===== config.mk =====
export PLATFORM = sky130hd
export DESIGN_NAME = clk_div_monitor
export DESIGN_NICKNAME = d
export VERILOG_FILES = /design/src/rtl/clk_div_monitor.sv
export SDC_FILE = /design/constraint.sdc
export NUM_CORES = 1
export LEC_CHECK = 0
export BUFFER_PORTS_ARGS = -buffer_cell sky130_fd_sc_hd__buf_2
export CAP_MARGIN = 20
export CORE_UTILIZATION = 60
export DETAILED_ROUTE_END_ITERATION = 10
export PLACE_DENSITY = 0.82
export SLEW_MARGIN = 30
export SYNTH_ARGS = -nofsm -noshare
export SYNTH_HDL_FRONTEND = slang
export SYNTH_SLANG_ARGS = --single-unit

===== constraint.sdc =====
create_clock -name clkin -period 7.9 [get_ports clkin]
set_input_delay 1.58 -clock clkin [delete_from_list [all_inputs] [get_ports clkin]]
set_output_delay 1.58 -clock clkin [all_outputs]
set_load 0.03 [all_outputs]

===== src/rtl/clk_div_monitor.sv =====
// Checks a divided clock, sampled as data in the clkin domain: it measures period and high time, and reports lock, mismatch and loss-of-clock.
// Define CLK_MON_SYNC_EN to put div_clk through a 2-flop synchronizer; without it div_clk is sampled once.
module clk_div_monitor #(
  parameter int LOCK_COUNT = 4,
  parameter int TIMEOUT    = 1024
) (
  input  logic        clkin,
  input  logic        reset,
  input  logic        en,
  input  logic [15:0] divisor,
  input  logic        div_clk,
  output logic [15:0] period,
  output logic [15:0] high_cnt,
  output logic        meas_valid,
  output logic        locked,
  output logic        mismatch,
  output logic        timeout
);

  localparam logic [15:0] TIMEOUT_W = 16'(TIMEOUT);
  localparam logic [4:0]  LOCK_W    = 5'(LOCK_COUNT);

  typedef enum logic [1:0] {IDLE, ARM, MEAS, LOCK} state_t;

  state_t      state_reg, state_next;
  logic        s_reg, d_reg;
  logic [15:0] cnt_reg, cnt_next, hcnt_reg, hcnt_next;
  logic [3:0]  match_reg, match_next;
  logic [15:0] period_next, high_next;
  logic        mv_next, mm_next, locked_next, timeout_next;

`ifdef CLK_MON_SYNC_EN
  logic meta_reg;
  always_ff @(posedge clkin or negedge reset) begin
    if (!reset) begin
      meta_reg <= 1'b0;
      s_reg    <= 1'b0;
    end else begin
      meta_reg <= div_clk;
      s_reg    <= meta_reg;
    end
  end
`else
  always_ff @(posedge clkin or negedge reset) begin
    if (!reset) s_reg <= 1'b0;
    else        s_reg <= div_clk;
  end
`endif

  always_ff @(posedge clkin or negedge reset) begin
    if (!reset) d_reg <= 1'b0;
    else        d_reg <= s_reg;
  end

  logic        rise;
  logic [15:0] cnt_inc, hcnt_inc;
  logic [16:0] half_up;
  logic        check_en, period_ok, high_ok, timeout_hit;

  assign rise        = s_reg & ~d_reg;
  assign cnt_inc     = (cnt_reg == 16'hFFFF) ? cnt_reg : cnt_reg + 16'd1;
  assign hcnt_inc    = (hcnt_reg == 16'hFFFF) ? hcnt_reg : hcnt_reg + 16'd1;
  // Odd divisors may legitimately place the extra cycle in either half.
  assign half_up     = ({1'b0, divisor} + 17'd1) >> 1;
  assign check_en    = divisor >= 16'd2;
  assign period_ok   = cnt_reg == divisor;
  assign high_ok     = (hcnt_reg == (divisor >> 1)) || ({1'b0, hcnt_reg} == half_up);
  assign timeout_hit = cnt_reg >= TIMEOUT_W;

  always_comb begin
    state_next   = state_reg;
    cnt_next     = cnt_reg;
    hcnt_next    = hcnt_reg;
    match_next   = match_reg;
    period_next  = period;
    high_next    = high_cnt;
    mv_next      = 1'b0;
    mm_next      = 1'b0;
    locked_next  = locked;
    timeout_next = timeout;
    case (state_reg)
      IDLE: begin
        cnt_next     = '0;
        hcnt_next    = '0;
        match_next   = '0;
        locked_next  = 1'b0;
        timeout_next = 1'b0;
        if (en) state_next = ARM;
      end
      ARM: begin
        if (!en) begin
          state_next = IDLE;
        end else if (rise) begin
          cnt_next     = 16'd1;
          hcnt_next    = 16'd1;
          timeout_next = 1'b0;
          state_next   = MEAS;
        end else if (timeout_hit) begin
          timeout_next = 1'b1;
          locked_next  = 1'b0;
          match_next   = '0;
          cnt_next     = '0;
        end else begin
          cnt_next = cnt_inc;
        end
      end
      default: begin
        if (!en) begin
          state_next = IDLE;
        end else if (rise) begin
          period_next  = cnt_reg;
          high_next    = hcnt_reg;
          mv_next      = 1'b1;
          cnt_next     = 16'd1;
          hcnt_next    = 16'd1;
          timeout_next = 1'b0;
          if (!check_en) begin
            match_next  = '0;
            locked_next = 1'b0;
            state_next  = MEAS;
          end else if (period_ok && high_ok) begin
            if ({1'b0, match_reg} + 5'd1 >= LOCK_W) begin
              match_next  = LOCK_W[3:0];
              locked_next = 1'b1;
              state_next  = LOCK;
            end else begin
              match_next = match_reg + 4'd1;
              state_next = MEAS;
            end
          end else begin
            mm_next     = 1'b1;
            match_next  = '0;
            locked_next = 1'b0;
            state_next  = MEAS;
          end
        end else if (timeout_hit) begin
          timeout_next = 1'b1;
          locked_next  = 1'b0;
          match_next   = '0;
          cnt_next     = '0;
          hcnt_next    = '0;
          state_next   = ARM;
        end else begin
          cnt_next = cnt_inc;
          if (s_reg) hcnt_next = hcnt_inc;
        end
      end
    endcase
  end

  always_ff @(posedge clkin or negedge reset) begin
    if (!reset) begin
      state_reg  <= IDLE;
      cnt_reg    <= '0;
      hcnt_reg   <= '0;
      match_reg  <= '0;
      period     <= '0;
      high_cnt   <= '0;
      meas_valid <= 1'b0;
      mismatch   <= 1'b0;
      locked     <= 1'b0;
      timeout    <= 1'b0;
    end else begin
      state_reg  <= state_next;
      cnt_reg    <= cnt_next;
      hcnt_reg   <= hcnt_next;
      match_reg  <= match_next;
      period     <= period_next;
      high_cnt   <= high_next;
      meas_valid <= mv_next;
      mismatch   <= mm_next;
      locked     <= locked_next;
      timeout    <= timeout_next;
    end
  end

endmodule

# Yosys cells after proc, flatten, opt, wreduce, memory -nomap -nowiden
# Cells that the tools add are included.
# word_totals
elab_cells,105
inputBits,20
ff_bits,76
output_inout_bits,36
# classes
bitwise_logic,3
reduce_logical,14
n_eq_ne,15
magnitude_cmp,3
muxes,53
addsub,5
# op_table
cell,count
16-bit 2-to-1 mux,12
"16-bit by 1-bit adder with 16-bit output, second input constant",2
16-bit == test,2
"16-bit == test, second input constant",2
4-bit 2-to-1 mux,8
16-bit case mux with 2 select lines,1
1-bit 2-to-1 mux,21
"16-bit by 1-bit adder with 17-bit output, second input constant",1
16-bit by 15-bit == test with 1-bit output,1
"16-bit by 11-bit greater-or-equal comparator with 1-bit output, second input constant",1
"16-bit by 2-bit greater-or-equal comparator with 1-bit output, second input constant",1
2-bit 2-to-1 mux,8
3-bit AND reduction,3
"2-bit inequality test, second input constant",4
"4-bit by 3-bit inequality test with 1-bit output, second input constant",2
4-bit case mux with 2 select lines,1
"4-bit by 1-bit adder with 5-bit output, second input constant",1
"5-bit by 3-bit greater-or-equal comparator with 1-bit output, second input constant",1
"5-bit by 3-bit inequality test with 1-bit output, second input constant",1
5-bit AND reduction,1
"4-bit by 1-bit adder with 4-bit output, second input constant",1
"4-bit by 1-bit inequality test with 1-bit output, second input constant",1
2-bit case mux with 2 select lines,1
2-bit AND reduction,2
other kinds (13),14

# Logic depth before layout (Yosys ltp)
# Gate-level depths: netlist of the first run.
# logic_depth
ltp_word,9
ltp_mapped,11
ltp_nobuf,9

# Least setup slack after synthesis of the first run
# Ideal clock, no wire load.
# synth_path
path_type,input-to-reg
start,input port divisor[4]
end,register match_reg[1]
t_arrival_ns,3.569
required_time_ns,7.805
cell_stages,8
n_path_buf,0
setup_slack_ns,4.236
cell_sequence,xor2_1 -> mux2i_1 -> a31oi_1 -> or4_1 -> or4_4 -> o21ai_2 -> nand2_2 -> o31ai_1
# synth_between
elab_chain_cells,9
# synth_lines
element,line,rtl
"start, declared",10,"input logic [15:0] divisor,"
16-bit by 1-bit adder with 17-bit output,64,"assign half_up = ({1'b0, divisor} + 17'd1) >> 1;"
16-bit == test,67,"assign high_ok = (hcnt_reg == (divisor >> 1)) || ({1'b0, hcnt_reg} == half_up);"
1-bit logical OR,67,
1-bit logical AND,121,end else if (period_ok && high_ok) begin
4-bit 2-to-1 mux,121,
4-bit 2-to-1 mux *,117,if (!check_en) begin
4-bit 2-to-1 mux *,110,end else if (rise) begin
4-bit 2-to-1 mux *,108,if (!en) begin
4-bit case mux with 2 select lines *,81,case (state_reg)
"end signal, assigned",167,match_reg <= match_next;
"end, declared",28,"logic [3:0] match_reg, match_next;"
# Mark *: on every way between the ends. The rest lies on a longest branch, timed or not. The select of a mux whose other input is x is not followed.
# A chain may end at the register's enable or synchronous reset.

# Worst setup path in the final report of the first run
# layout_path
start,input port divisor[1]
end,register match_reg[1]
# The elaborated chain is that of the path after synthesis.

==> results of run 1 <==
[power groups by stage]
| stage | sequential [mW] | combinational (mW) | clock [mW] |
|---|---|---|---|
| floorplan | 0.408 | 0.0470 | 0 |
| global placement | 0.406 | 0.0748 | 0 |
| detailed placement | 0.407 | 0.0759 | 0 |
| CTS | 0.399 | 0.0761 | 0.283 |
| global route | 0.400 | 0.0848 | 0.299 |
| finish | 0.399 | 0.0768 | 0.278 |
[stage by stage]
step           util, %  area, um2  instances  hold WS (ns)
2_1_floorplan        -       4243        509        0.3882
3_3_place_gp     66.35       4508        626        0.4131
3_5_place_dp     66.35       4508        626        0.4213
4_1_cts          69.02       4690        642        0.4427
5_1_grt          69.12       4696        642        0.4593
6_report         69.12       4696        642        0.4396
[cell families after synthesis]
| kind of cell | Yosys count | synth area share (%) |
|---|---|---|
| AOI/OAI and AO/OA | 81 | 11.65 |
| xor gates and xnor gates | 43 | 8.876 |
| buffers and inverters | 48 | 4.453 |
| muxes | 2 | 0.4719 |
| adders and majority gates | 7 | 2.064 |
| and+or+nand+nor | 252 | 27.66 |
| DFF | 76 | 44.82 |
[area by class of cell]
class,count,area [um2]
tap,96,120.1
clock buffer,9,123.9
sequential,76,1902
multi-input combinational,385,2155
inverter,13,48.80
timing repair buffer,56,289.0
fill,571,2098
clock inverter,7,57.56
[synthesized netlist by cell type, drive strengths merged (8+ instances only)]
cell type	number
inv	13
nand3	14
a31oi	8
xnor2	27
buf	8
clkbuf	27
nand4	16
a21oi	12
nand2	122
nor2	43
dfrtp	76
o21ai	38
nor4	11
xor2	16
and3	11
[how the worst max path moves through the flow]
stage	from	to
3_5_place_dp	divisor[1]	match_reg[1]$_DFFE_PN0P_
2_1_floorplan	divisor[4]	match_reg[1]$_DFFE_PN0P_
5_1_grt	divisor[1]	match_reg[0]$_DFFE_PN0P_
3_3_place_gp	divisor[1]	match_reg[1]$_DFFE_PN0P_
4_1_cts	divisor[1]	match_reg[1]$_DFFE_PN0P_
6_report	divisor[1]	match_reg[1]$_DFFE_PN0P_
[worst register-to-register path, cell delays in order (launching register included)]
cell	delay [ns]
dfrtp_1	0.54
ha_1	0.25
and3_1	0.26
and4_1	0.28
nand3_1	0.17
o311ai_1	0.41
nor2b_2	0.59
nor2_1	0.36
nand4_1	0.18
o21ai_0	0.09
[routing by layer]
metal | routed length, um | up-vias
met3 | 507 | 36
li1 | - | 1799
met1 | 4524 | 1811
met2 | 5191 | 130
met5 | 0 | -
met4 | 387 | 0
==> results.toml, run 1 <==
[power_and_ir_drop]
p_int_mw = 0.5359
leakagePower_nw = 2.316
clkPwrFrac_pct = 36.9
p_seq_share_pct = 52.9
switching_power_mw = 0.2183
p_comb_share_pct = 10.2
pwr_density_cell_nw_per_um2 = 160.6
peakVddDrop_mv = 0.1480
power_mw = 0.7542
switching_share_pct = 28.95

[critical_path]
crit_type = "in -> reg"
cp.arrival_ns = 4.06
worstPathRequired_ns = 8.17
critPathBufInv = 1
crit_path_top_delay_cell = "or4_4"
critPathLaunchType = "input port"
worstRegToRegCells = 9
crit_path_cell_trace = "buf_2 > ha_1 > nand2_1 > mux2i_1 > a31oi_1 > or4_1 > or4_4 > o21ai_2 > nand2_2 > o31ai_1"
end_kind = "flop"
r2r_slack_ns = 4.64
reg2reg_to = "hcnt_reg[11]$_DFFE_PN0P_"
path_depth = 10
worstReg2RegStart = "hcnt_reg[0]$_DFFE_PN0P_"
cp_top_family = "simple AND/OR/NAND/NOR gates"
critical_path.max_fanout = 8
critPathMaxStageDelay_ns = 0.55

[sta]
skew_ns = 0.01008
rsz0062_at_grt = "no"
finalHoldViolCount = 0
post-route-period-util_pct = 47.94
setup_ws_ns = 4.112
setup_tns_ns = 0
finalCriticalPeriod_ns = 3.788
tightest_slew_ns = 0.8099
relSlewSlack_pct = 45.81
drv_slew = 0
fmax_ghz = 0.2640
setup_viol = 0

[layout]
final_common_cell = "nand2_1"
nNetsFinal = 568
final_cell_mix = "121 x nand2_1, 76 x dfrtp_1, 54 x buf_2, 43 x nor2_1, 37 x o21ai_0"
area_growth_pct = 10.68
drive_above_1_share_pct = 14.84
antenna_cells = 0

[floorplanning]
die-width_um = 86.09
dieArea_um2 = 7411
die_y_um = 86.09
ioPinCount = 56
start_util_pct = 62.45
core_area_um2 = 6794
rows = 30

[logic_synthesis]
yosysUniqueCellTypes = 50
syn_area_per_cell_um2 = 8.336
synth_top_area_share_pct = 44.82
synth-warning-count = 0
synth-edff-count = 0
ys.flop_type = "dfrtp_1"
synth_area_leaders = "dfrtp_1 45%, nand2_1 11%, xnor2_1 5.6%"
synth_nets = 536
ys_seq_area_share_pct = 44.82
synth_cells = 509
syn_area_um2 = 4243
async_flop_share_pct = 100.0
netlist.top_cell.by_area = "dfrtp_1"
ys_ff_latch = 76

[global_routing]
grt_usage_pct = 31.05
antenna_found_initial = 0
grt_max_degree = 77
use_met2_pct = 50.94
grtUsageMet3_pct = 6.064
first_global_vias = 3672
met1_usage_pct = 38.98
grt_pass1_wl_um = 17640
overflow = 0
grt.busiest_layer = "met2"

[cts]
ctsResizeCount = 0
clk_latency_ns = 0.36
cts_tree = "done"
root_buffer = "clkbuf_8"
clkTransAtPathRegs_ns = 0.09
clk_path_buf_depth = 2
cts_setup_buffers = 0
postCtsHoldBufs = 0
clkSinkCount = 76
cts_buffers = 9
cts-htree-levels = 3

[worst_hold_path]
hp-class = "reg -> reg"
min_path_cells = 0
worstHoldEndpoint = "d_reg$_DFF_PN0_"
hp-start = "s_reg$_DFF_PN0_"

[drt]
vias = 3776
dr.pass1.iters = 6
drt-initial-drc-count = 227
drcViolationCount = 0
viasPerCell = 5.882
routedWlPerCell_um = 16.53
ant_nets = 0
routed_wl_um = 10610

[place]
dp_hpwl_um = 7620
dp_slack_ns = 3.756
io_buffer_count = 55
routabilityCongestion = 0.9509

[status]
status = "completed"

[flow_run]
drv_cap = 0
No activity file was read; power rests on OpenSTA's default activity.
==> inputs of run 2 (changes only) <==
--- a/config.mk
+++ b/config.mk
@@ -7,9 +7,9 @@
 export LEC_CHECK = 0
 export BUFFER_PORTS_ARGS = -buffer_cell sky130_fd_sc_hd__buf_2
 export CAP_MARGIN = 20
-export CORE_UTILIZATION = 60
+export CORE_UTILIZATION = 52
 export DETAILED_ROUTE_END_ITERATION = 10
-export PLACE_DENSITY = 0.82
+export PLACE_DENSITY = 0.76
 export SLEW_MARGIN = 30
 export SYNTH_ARGS = -nofsm -noshare
 export SYNTH_HDL_FRONTEND = slang
==> constraint.sdc (replaced) <==
create_clock -name clkin -period 3.1 [get_ports clkin]
set_input_delay 0.62 -clock clkin [delete_from_list [all_inputs] [get_ports clkin]]
set_output_delay 0.62 -clock clkin [all_outputs]
set_load 0.03 [all_outputs]
==> run 2 against run 1 <==
Compared with the run above: clock skew down 0.0025 ns; utilization is 7.6 points lower; sequential share of layout area shrank 0.92 points; total power increased to 2.6 times the previous value; cell area up 2.3%; largest power group unchanged.
==> results.toml, run 2 (synthesis results as in run 1) <==
[power_and_ir_drop]
pwr_density_cell_nw_per_um2 = 414.8
p_comb_share_pct = 10.7
switching_share_pct = 25.32
peakVddDrop_mv = 0.3641
p_seq_share_pct = 50.9
leakagePower_nw = 2.380
switching_power_mw = 0.5047
clkPwrFrac_pct = 38.5
p_int_mw = 1.489

[drt]
routedWlPerCell_um = 16.29
drt-initial-drc-count = 345
routed_wl_um = 10700
viasPerCell = 5.788
ant_nets = 0
dr.pass1.iters = 5
drcViolationCount = 0
vias = 3803

[critical_path]
cp.arrival_ns = 3.06
crit_type = "reg -> reg"
worstPathRequired_ns = 3.35
crit_path_cell_trace = "xor2_1 > mux2i_1 > a31oi_1 > or4_1 > or4_4 > o21ai_2 > nand2_2 > o31ai_1"
end_kind = "flop"
critPathMaxStageDelay_ns = 0.54
crit_path_top_delay_cell = "or4_4"
critPathLaunchType = "flop"
critical_path.max_fanout = 6

[floorplanning]
core_area_um2 = 7807
die_y_um = 92.33
rows = 32
dieArea_um2 = 8525
start_util_pct = 54.34
ioPinCount = 56
die-width_um = 92.33

[global_routing]
antenna_found_initial = 0
first_global_vias = 3660
grt_pass1_wl_um = 18070
grt_usage_pct = 27.44
overflow = 0
grt_max_degree = 77

[sta]
setup_viol = 0
finalCriticalPeriod_ns = 2.807
skew_ns = 0.007570
relSlewSlack_pct = 48.01
finalHoldViolCount = 0
fmax_ghz = 0.3563
drv_slew = 0
post-route-period-util_pct = 90.53
tightest_slew_ns = 0.7789
rsz0062_at_grt = "no"

[status]
status = "completed"

[layout]
nNetsFinal = 577
antenna_cells = 0
final_cell_mix = "121 x nand2_1, 76 x dfrtp_1, 54 x buf_2, 42 x nor2_1, 37 x o21ai_0"
drive_above_1_share_pct = 15.86
area_growth_pct = 13.24
final_common_cell = "nand2_1"
final_util_pct = 61.54
design_area_um2 = 4805

[place]
io_buffer_count = 55
routabilityCongestion = 0.9922
dp_hpwl_um = 7757
placed_cell_area_um2 = 4596

[cts]
postCtsHoldBufs = 0
root_buffer = "clkbuf_8"
clkSinkCount = 76
clkTransAtPathRegs_ns = 0.08
clk_path_buf_depth = 2
cts_buffers = 9
clk_latency_ns = 0.34
cts_setup_buffers = 0
ctsResizeCount = 0
cts_tree = "done"
cts-htree-levels = 3

[worst_hold_path]
hp-class = "in -> async"

[flow_run]
drv_cap = 0
## run 2: path summary, 6_finish.rpt
| path | start | to | slack, ns | cells past startpoint |
|---|---|---|---|---|
| min in group clkin | div_clk | s_reg$_DFF_PN0_ | 0.38 | 1 |
| worst max register to register | hcnt_reg[3]$_DFFE_PN0P_ | match_reg[1]$_DFFE_PN0P_ | 0.29 | 8 |
| worst min register to register | s_reg$_DFF_PN0_ | d_reg$_DFF_PN0_ | 0.44 | 0 |
| max in group asynchronous | reset | hcnt_reg[2]$_DFFE_PN0P_ | 2.31 | 1 |
| worst max-delay path | hcnt_reg[3]$_DFFE_PN0P_ | match_reg[1]$_DFFE_PN0P_ | 0.29 | 8 |
| worst min-delay path | reset | high_cnt[9]$_DFFE_PN0P_ | 0.27 | 1 |
## run 2: area by class of cell
class | instances | area, um2
timing repair buffer | 65 | 369.1
sequential | 76 | 1902
tap | 102 | 127.6
inverter | 13 | 48.80
clock inverter | 4 | 47.55
clock buffer | 12 | 155.1
multi-input combinational | 385 | 2155
fill | 686 | 3003
## run 2: worst max-delay path, delay by kind of cell (launching register included)
family	cells	cell delay, ns
XOR/XNOR	1	0.31
multiplexers	1	0.22
AND/OR/NAND/NOR	3	1.15
flip-flops	1	0.45
AO/OA/AOI/OAI	3	0.59
## run 2: metrics by stage
step,setup TNS (ns),hold WS (ns),power [mW],instances,worst slack [ns]
finish,0,0.2685,1.993,657,0.2934
detailed placement,-0.03520,0.4207,1.242,641,-0.02298
CTS,0,0.3634,2.011,657,0.2541
floorplan,0,0.3244,1.161,509,0.3961
global route,0,0.3448,2.081,657,0.08473
global placement,0,0.4168,1.237,641,0.06505
## run 2: power groups by stage
stage | Sequential, mW | Clock [mW] | Combinational (mW)
floorplan | 1.04 | 0 | 0.120
global placement | 1.03 | 0 | 0.205
detailed placement | 1.03 | 0 | 0.209
CTS | 1.01 | 0.787 | 0.210
global route | 1.02 | 0.830 | 0.235
finish | 1.01 | 0.767 | 0.212
## run 2: layer usage
metal	up-vias	global-route usage (%)	share of wire, %	wire (um)
met1	1828	36.86	44	4679
met5	-	0	0	0
met2	138	43.09	48	5146
met3	28	6.240	5.4	582
li1	1809	-	-	-
met4	0	10.81	2.7	293
